--- src/rtl/ex_stage.sv ---
// Execute stage: EX pipeline register, one-hot ALU, data-SRAM request, HI/LO
// registers and a 32-step restoring divider for div/divu.
module ex_stage (
    input  logic         clk,
    input  logic         rst,
    input  logic [5:0]   stall_i,
    input  logic [158:0] id_to_ex_bus_i,
    output logic [75:0]  ex_to_mem_bus_o,
    output logic [37:0]  ex_to_rf_bus_o,
    output logic         data_sram_en_o,
    output logic [3:0]   data_sram_wen_o,
    output logic [31:0]  data_sram_addr_o,
    output logic [31:0]  data_sram_wdata_o,
    output logic         stallreq_for_ex_o
);
    localparam logic Stop   = 1'b1;
    localparam logic NoStop = 1'b0;

    typedef enum logic [1:0] {StIdle, StBusy, StDone} div_state_e;

    logic [158:0] bus_q;

    always_ff @(posedge clk) begin
        if (rst) begin
            bus_q <= '0;
        end else if (stall_i[2] == Stop && stall_i[3] == NoStop) begin
            bus_q <= '0;
        end else if (stall_i[2] == NoStop) begin
            bus_q <= id_to_ex_bus_i;
        end
    end

    logic [31:0] pc, inst, rdata1, rdata2;
    logic [11:0] alu_op;
    logic [2:0]  sel_src1;
    logic [3:0]  sel_src2;
    logic        ram_en, rf_we, sel_rf_res;
    logic [3:0]  ram_wen;
    logic [4:0]  rf_waddr;

    assign {pc, inst, alu_op, sel_src1, sel_src2, ram_en, ram_wen, rf_we, rf_waddr,
            sel_rf_res, rdata1, rdata2} = bus_q;

    logic unused_inst;
    assign unused_inst = ^inst[25:16];

    logic is_special, is_mfhi, is_mflo, is_mthi, is_mtlo, is_div, is_divu, div_op;
    assign is_special = inst[31:26] == 6'b000000;
    assign is_mfhi    = is_special && inst[5:0] == 6'b010000;
    assign is_mthi    = is_special && inst[5:0] == 6'b010001;
    assign is_mflo    = is_special && inst[5:0] == 6'b010010;
    assign is_mtlo    = is_special && inst[5:0] == 6'b010011;
    assign is_div     = is_special && inst[5:0] == 6'b011010;
    assign is_divu    = is_special && inst[5:0] == 6'b011011;
    assign div_op     = is_div || is_divu;

    logic [31:0] imm_sext, imm_zext, src1, src2;
    assign imm_sext = {{16{inst[15]}}, inst[15:0]};
    assign imm_zext = {16'b0, inst[15:0]};

    assign src1 = ({32{sel_src1[0]}} & rdata1)
                | ({32{sel_src1[1]}} & pc)
                | ({32{sel_src1[2]}} & {27'b0, inst[10:6]});
    assign src2 = ({32{sel_src2[0]}} & rdata2)
                | ({32{sel_src2[1]}} & imm_sext)
                | ({32{sel_src2[2]}} & 32'd8)
                | ({32{sel_src2[3]}} & imm_zext);

    logic [4:0]  shamt;
    logic [31:0] sum_res, sub_res, slt_res, sltu_res, sll_res, srl_res, sra_res, lui_res;
    logic [31:0] alu_res;

    assign shamt    = src1[4:0];
    assign sum_res  = src1 + src2;
    assign sub_res  = src1 - src2;
    assign slt_res  = {31'b0, $signed(src1) < $signed(src2)};
    assign sltu_res = {31'b0, src1 < src2};
    assign sll_res  = src2 << shamt;
    assign srl_res  = src2 >> shamt;
    assign sra_res  = $signed(src2) >>> shamt;
    assign lui_res  = {src2[15:0], 16'b0};

    // alu_op is one-hot (or all zero for bubbles), so an AND-OR mux suffices
    always_comb begin
        alu_res = ({32{alu_op[11]}} & sum_res)
                | ({32{alu_op[10]}} & sub_res)
                | ({32{alu_op[9]}}  & slt_res)
                | ({32{alu_op[8]}}  & sltu_res)
                | ({32{alu_op[7]}}  & (src1 & src2))
                | ({32{alu_op[6]}}  & ~(src1 | src2))
                | ({32{alu_op[5]}}  & (src1 | src2))
                | ({32{alu_op[4]}}  & (src1 ^ src2))
                | ({32{alu_op[3]}}  & sll_res)
                | ({32{alu_op[2]}}  & srl_res)
                | ({32{alu_op[1]}}  & sra_res)
                | ({32{alu_op[0]}}  & lui_res);
    end

    div_state_e  state_q;
    logic [4:0]  count_q;
    logic [31:0] rem_q, quo_q, dvs_q, hi_q, lo_q;
    logic        rs_neg_q, rt_neg_q, dz_q;

    logic        rs_neg, rt_neg;
    logic [31:0] rs_abs, rt_abs;
    assign rs_neg = is_div && rdata1[31];
    assign rt_neg = is_div && rdata2[31];
    assign rs_abs = rs_neg ? -rdata1 : rdata1;
    assign rt_abs = rt_neg ? -rdata2 : rdata2;

    logic [32:0] trial, trial_diff;
    logic        fits;
    assign trial      = {rem_q, quo_q[31]};
    assign trial_diff = trial - {1'b0, dvs_q};
    assign fits       = ~trial_diff[32];

    // With a zero divisor the remainder ends up equal to |rs|, so the sign
    // fix-up below already yields HI = rs; only LO needs the special case.
    logic [31:0] quo_fix, rem_fix;
    assign quo_fix = dz_q ? 32'hFFFF_FFFF : ((rs_neg_q ^ rt_neg_q) ? -quo_q : quo_q);
    assign rem_fix = rs_neg_q ? -rem_q : rem_q;

    always_ff @(posedge clk) begin
        if (rst) begin
            state_q  <= StIdle;
            count_q  <= '0;
            rem_q    <= '0;
            quo_q    <= '0;
            dvs_q    <= '0;
            rs_neg_q <= 1'b0;
            rt_neg_q <= 1'b0;
            dz_q     <= 1'b0;
            hi_q     <= '0;
            lo_q     <= '0;
        end else begin
            if (stall_i[3] == NoStop) begin
                if (is_mthi) hi_q <= rdata1;
                if (is_mtlo) lo_q <= rdata1;
            end
            unique case (state_q)
                StIdle: begin
                    if (div_op) begin
                        state_q  <= StBusy;
                        count_q  <= '0;
                        rem_q    <= '0;
                        quo_q    <= rs_abs;
                        dvs_q    <= rt_abs;
                        rs_neg_q <= rs_neg;
                        rt_neg_q <= rt_neg;
                        dz_q     <= rdata2 == 32'd0;
                    end
                end
                StBusy: begin
                    rem_q   <= fits ? trial_diff[31:0] : trial[31:0];
                    quo_q   <= {quo_q[30:0], fits};
                    count_q <= count_q + 5'd1;
                    if (count_q == 5'd31) state_q <= StDone;
                end
                StDone: begin
                    if (stall_i[3] == NoStop) begin
                        state_q <= StIdle;
                        hi_q    <= rem_fix;
                        lo_q    <= quo_fix;
                    end
                end
                default: state_q <= StIdle;
            endcase
        end
    end

    logic        rf_we_out;
    logic [4:0]  rf_waddr_out;
    logic [31:0] ex_result;

    assign rf_we_out    = rf_we || is_mfhi || is_mflo;
    assign rf_waddr_out = (is_mfhi || is_mflo) ? inst[15:11] : rf_waddr;
    assign ex_result    = is_mfhi ? hi_q : (is_mflo ? lo_q : alu_res);

    assign ex_to_mem_bus_o = {pc, ram_en, ram_wen, sel_rf_res, rf_we_out, rf_waddr_out,
                              ex_result};
    assign ex_to_rf_bus_o  = {rf_we_out, rf_waddr_out, ex_result};

    assign data_sram_en_o    = ram_en;
    assign data_sram_wen_o   = ram_wen;
    assign data_sram_addr_o  = alu_res;
    assign data_sram_wdata_o = rdata2;

    assign stallreq_for_ex_o = div_op && state_q != StDone;
endmodule

--- config.mk ---
export PLATFORM = sky130hd
export DESIGN_NAME = ex_stage
export DESIGN_NICKNAME = d
export VERILOG_FILES = /design/src/rtl/ex_stage.sv
export SDC_FILE = /design/constraint.sdc
export NUM_CORES = 2
export LEC_CHECK = 0
export BUFFER_PORTS_ARGS = -buffer_cell sky130_fd_sc_hd__buf_2
export CORE_MARGIN = 3
export CORE_UTILIZATION = 44
export CTS_BUF_LIST = sky130_fd_sc_hd__clkbuf_16
export DETAILED_ROUTE_END_ITERATION = 7
export PLACE_DENSITY_LB_ADDON = 0.08
export SKIP_CTS_REPAIR_TIMING = 1
export SLEW_MARGIN = 20
export SYNTH_ARGS = -nofsm -noshare
export SYNTH_HDL_FRONTEND = slang
export SYNTH_SLANG_ARGS = --single-unit
export TNS_END_PERCENT = 1
--- constraint.sdc ---
create_clock -name clk -period 13.47 [get_ports clk]
set_input_delay 0.6735 -clock clk [delete_from_list [all_inputs] [get_ports clk]]
set_output_delay 0.6735 -clock clk [all_outputs]
set_load 0.02 [all_outputs]
# Yosys cells after proc, flatten, opt, wreduce, memory -nomap -nowiden
# Index checks and enable logic that the tools add are counted.
[word_totals]
mem_bits_ro = 0
ram_bits = 0
latchBits = 0
out_inout_bits = 184
reg_bits = 329
memories = 0
inputBits = 167
[op_classes]
n_reduce_logical = 22
order_cmp = 2
bitwise_logic = 41
multipliers = 0
n_mux = 27
n_addsub = 8
shifts = 3
eq_ne = 13
div_mod_pow = 0
[ops]
columns = ["op", "count"]
rows = [
  ["$mux 32", 18],
  ["$or 32x32->32", 16],
  ["$and 32x32->32", 15],
  ["$neg 32->32", 4],
  ["$pmux 32 s2", 2],
  ["$and 32x1->32", 2],
  ["$lt 32x32->1", 2],
  ["$eq 6x5->1 const B", 6],
  ["$sub 33x32->33", 1],
  ["$add 32x32->32", 1],
  ["$and 32x16->32", 1],
  ["$and 32x5->32", 1],
  ["$logic_not 32->1", 1],
  ["$not 32->32", 1],
  ["$or 32x4->32", 1],
  ["$shl 32x5->32", 1],
  ["$shr 32x5->32", 1],
  ["$sshr 32x5->32", 1],
  ["$sub 32x32->32", 1],
  ["$xor 32x32->32", 1],
  ["$logic_and 1x1->1", 10],
  ["$mux 5", 2],
  ["$pmux 5 s2", 1],
  ["$ne 2x2->1 const B", 4],
  ["15 further kinds", 22],
]

# Depth between registers and ports, before layout
[depth]
depth_word = 19
mapped_depth = 19

# Least setup slack after synthesis
# No wires, ideal clock.
[synth_path]
path_type = "register to output"
from = "reg bus_q[80]"
to = "out ex_to_rf_bus_o[15]"
arrival_ns = 4.681
path_stages_with_launch = 18
setup_slack_ns = 8.116
cell_sequence = "dfxtp_1 buf_2 a222oi_1 buf_2 buf_1 clkbuf_1 ha_1 nor2_1 o211ai_1 a31oi_1 a21oi_1 o211a_1 or2_2 xnor2_1 o221ai_1 nor2_1 o21ai_0 buf_4"
[synth_via]
elab_chain_len = 18
[synth_rtl]
columns = ["element", "line", "source"]
rows = [
  ["start: declaration", "21", "logic [158:0] bus_q;"],
  ["start signal: assignment", "29", "bus_q <= id_to_ex_bus_i;"],
  ["$and 32x32->32 *", "61", "assign src1 = ({32{sel_src1[0]}} & rdata1)"],
  ["$or 32x32->32 *", "62", "| ({32{sel_src1[1]}} & pc)"],
  ["$or 32x32->32 *", "63", "| ({32{sel_src1[2]}} & {27'b0, inst[10:6]});"],
  ["$add 32x32->32 or $sub 32x32->32 (tied branches)", "74, 75", ""],
  ["$and 32x32->32 (on tied branches)", "85, 86", ""],
  ["$or 32x32->32", "86", "| ({32{alu_op[10]}} & sub_res)"],
  ["$or 32x32->32", "87", "| ({32{alu_op[9]}} & slt_res)"],
  ["$or 32x32->32", "88", "| ({32{alu_op[8]}} & sltu_res)"],
  ["(+2 left out)", "n/a", ""],
  ["$or 32x32->32", "91", "| ({32{alu_op[5]}} & (src1 | src2))"],
  ["$or 32x32->32", "92", "| ({32{alu_op[4]}} & (src1 ^ src2))"],
  ["$or 32x32->32", "93", "| ({32{alu_op[3]}} & sll_res)"],
  ["$or 32x32->32", "94", "| ({32{alu_op[2]}} & srl_res)"],
  ["$or 32x32->32 *", "95", "| ({32{alu_op[1]}} & sra_res)"],
  ["$or 32x32->32 *", "96", "| ({32{alu_op[0]}} & lui_res);"],
  ["net data_sram_addr_o[15]", "12", "output logic [31:0] data_sram_addr_o,"],
  ["$mux 32 * (2 in a row)", "177", "assign ex_result = is_mfhi ? hi_q : (is_mflo ? lo_q : alu_res);"],
  ["end: declaration", "9", "output logic [37:0] ex_to_rf_bus_o,"],
]
# Mark *: on every way through the listed nets, which the timed path passes. The rest lies on a longest branch.

# Final worst setup path
[layout_path]
from = "reg bus_q[34]"
to = "out ex_to_mem_bus_o[26]"
[layout_via]
elab_chain_len = 18
[layout_rtl]
columns = ["element", "line", "source"]
rows = [
  ["$and 32x32->32 *", "61", ""],
  ["$or 32x32->32 *", "62", ""],
  ["$or 32x32->32 *", "63", ""],
  ["$add 32x32->32 or $sub 32x32->32 (tied branches)", "74, 75", ""],
  ["$and 32x32->32 (on tied branches)", "85, 86", ""],
  ["$or 32x32->32", "86", ""],
  ["$or 32x32->32", "87", ""],
  ["$or 32x32->32", "88", ""],
  ["$or 32x32->32", "89", "| ({32{alu_op[7]}} & (src1 & src2))"],
  ["$or 32x32->32", "90", "| ({32{alu_op[6]}} & ~(src1 | src2))"],
  ["$or 32x32->32", "91", ""],
  ["$or 32x32->32", "92", ""],
  ["$or 32x32->32", "93", ""],
  ["$or 32x32->32", "94", ""],
  ["$or 32x32->32 *", "95", ""],
  ["$or 32x32->32 *", "96", ""],
  ["$mux 32 * (2 in a row)", "177", ""],
  ["end: declaration", "8", "output logic [75:0] ex_to_mem_bus_o,"],
]
# Every way passes the cells marked *; elsewhere a longest branch is shown, timed or not.

==> impl_metrics.toml <==
[timing]
fin_worst_skew_ns = 0.0570
timing.hold.ws_ns = 0.309
max_slew_margin_pct = 22.9
tightest_slew_ns = 1.15
fmax_ghz = 0.133
fin_setup_tns_ns = 0
post-route-min-period_ns = 7.50
final-hold-violation-count = 0
rsz0062_at_grt = "false"
setup_viol = 0
min_period_over_period_pct = 55.7
maxSlewViolCount = 0

[worst_setup_path]
cp-end-kind = "primary output"
crit_fanout = 67
rr_worst_depth = 8
r2r_setup_slack_ns = 9.04
required_ns = 12.80
crit_type = "reg -> out"
regToRegEndpoint = "lo_q[8]"
cp.arrival_ns = 6.83
start_kind = "flop"
timing.rr.start = "bus_q[123]"

[placed_design]
place_hpwl_um = 98300
gp_congestion = 1.01
post_dp_cell_area_mm2 = 0.0290
port_buffers = 336

[detailed_routing]
via_per_inst = 6.37
wl_per_cell_um = 28.1
drt-pass1-iter-count = 8
num_vias = 29200
first_iter_violations = 3371
drc = 0
wirelength_um = 129000
ant_nets = 0

[min_path]
hold_path_end = "bus_q[65]"
worst_hold_path_type = "in -> reg"
whs_path_depth = 3
holdCritStartpoint = "id_to_ex_bus_i[65]"

[clocking]
clockBufferDepth = 3
cts-buffers-inserted = 39
cts_tree = "done"
cts_max_level = 2
clk_pin_slew_ns = 0.06
cts_root_buf = "clkbuf_16"
clock_latency_ns = 0.60
clock-sinks = 319

[yosys]
syn_nets = 3961
async_flop_share_pct = 0
synthSimpleGateAreaFrac_pct = 16.6
synth.area.mux_share_pct = 13.2
synth_adder_area_share_pct = 6.13
synth_area_per_cell_um2 = 7.57
synth-compound-area-share_pct = 25.9
synth_top_family_by_area = "compound AO/OA/AOI/OAI gates"
yosys_warnings = 0
yosysSeqAreaShare_pct = 23.0
ys_ff_latch = 319
synth_top_area_share_pct = 23.0
synth_edf_count = 0
yosysTopAreaCell = "dfxtp_1"
synth-main-ff-cell = "dfxtp_1"
ys_top_cells_by_area = "dfxtp_1 (23%), mux2i_1 (12%), ha_1 (5.9%), nor2_1 (5.3%), a21oi_1 (5.0%)"
synth_cell_type_count = 94
netlist_area_mm2 = 0.0277
synthCells = 3660
synth_xor_area_share_pct = 5.78

[power]
powerDensity_mw_per_mm2 = 91.7
vdd_drop_max_mv = 0.0937
p_total_uw = 2780
p_leak_uw = 0.0135

[layout]
drive_above_1_share_pct = 14.1
syn2layout_area_growth_pct = 9.22
design_area_mm2 = 0.0303
nets = 4022

[die]
dieArea_mm2 = 0.0660
die_w_um = 257
initial_core_util_pct = 44.6
die_h_um = 257
ios = 351
coreArea_mm2 = 0.0621
row_count = 91

[grt]
antenna_found_initial = 8
grt_max_degree = 106
grt_pass1_wl_um = 186000
grt_pass1_vias = 27000
grt.total_usage_pct = 37.3
grt_overflow = 0

[job]
drv_cap = 0

[status]
status = "finished, final reports clean"
-- how the worst max path moves through the flow --
stage,start,end,slack (ns)
2_1_floorplan,bus_q[80],ex_to_rf_bus_o[15],8.12
6_report,bus_q[34],ex_to_mem_bus_o[26],5.97
3_5_place_dp,bus_q[34],ex_to_mem_bus_o[26],6.89
5_1_grt,bus_q[34],ex_to_mem_bus_o[26],5.92
3_3_place_gp,bus_q[34],ex_to_mem_bus_o[22],6.84
4_1_cts,bus_q[34],ex_to_mem_bus_o[26],6.26
-- critical path: stages, from the launching register on --
cell and delay (ns):
dfxtp_1 0.66, a222oi_1 0.22, buf_4 0.23, buf_4 0.38, inv_2 0.11, buf_4 0.46, ha_1 0.35, a21oi_1 0.10
o21ai_0 0.49, a21oi_1 0.18, a21oi_1 0.47, a21oi_1 0.27, o41ai_2 0.73, xnor2_1 0.15, a211oi_1 0.57, nand3b_1 0.34
o21a_1 0.30, buf_2 0.17
-- metal layers --
metal	global-route usage (%)	vias to the layer above	part of all wire, %
li1	-	13200	-
met1	52.4	14000	43
met2	55.8	1779	42
met3	7.70	272	11
met4	14.9	6	4.6
met5	0	-	0.026
-- metrics by stage --
stage	instances	util, %	setup WS, ns
final	4587	48.8	5.97
after global routing	4586	48.8	5.92
after CTS	4586	48.7	6.26
after detailed placement	4517	46.8	6.89
after global placement	4516	46.8	6.84
after floorplan	3660	-	8.12
-- layout make-up --
class,count,area (µm²)
antenna,1,2.50
clock buffer,39,976
clock inverter,30,246
fill,6229,31800
inverter,158,593
multi-input combinational,2797,18800
sequential,319,6390
tap,837,1050
timing repair buffer,406,2220
-- registers in the layout, summed over array words and instances, names as in the netlist --
| register | cells |
|---|---|
| state_q | 2 |
| count_q | 5 |
| lo_q | 32 |
| hi_q | 32 |
| rs_neg_q | 1 |
| quo_q | 32 |
| rem_q | 32 |
| bus_q | 149 |
| dvs_q | 32 |
| rt_neg_q | 1 |
| dz_q | 1 |
-- cells in the final DEF (no fill, tap or decap), types with 35 or more instances in the layout --
cell type  instances
xor2_1            62
mux2i_1          342
nand3_1           70
inv_1            156
nor3_1            60
xnor2_1          121
nor2_1           390
dfxtp_1          319
a221oi_1          38
a211oi_1         104
nand2_1          320
o31ai_1           35
buf_2            334
a21oi_1          277
a22o_1            40
clkbuf_16         39
o21ai_0          222
buf_4             70
ha_1             131
a22oi_1           90
-- report_power, final --
part | switching, µW | internal, µW | leakage, µW
clock | 457 | 588 | 0.000591
combinational | 488 | 226 | 0.0103
sequential | 49.9 | 966 | 0.00259
total | 995 | 1780 | 0.0135
-- Yosys cell counts, types with 16 or more instances --
library cell and count:
buf_2 32, a221oi_1 38, and3_1 16, o21ai_0 222, ha_1 131, nand2b_1 22, o21a_1 17, clkbuf_1 189
nor2b_1 19, dfxtp_1 319, buf_4 126, o211ai_1 28, a21o_1 35, o31ai_1 36, a31oi_1 26, a22o_1 40
nor4_1 22, xor2_1 62, o22ai_1 21, nand4_1 17, nor3_1 62, xnor2_1 121, buf_1 33, mux2i_1 342
or3_1 20, nand2_1 322, nand3_1 70, inv_1 152, nor2_1 393, mux2_2 20, a21oi_1 277, a22oi_1 90
a211oi_1 104, o41ai_1 18
-- logic make-up after synthesis --
family,count (synthesis)
AND/OR/NAND/NOR,1032
adder cells (fa/ha/maj),134
multiplexers,362
flip-flops,319
XOR/XNOR,183
AO/OA/AOI/OAI,1086
buffers and inverters,544
Power figures use the tool's default switching activity.
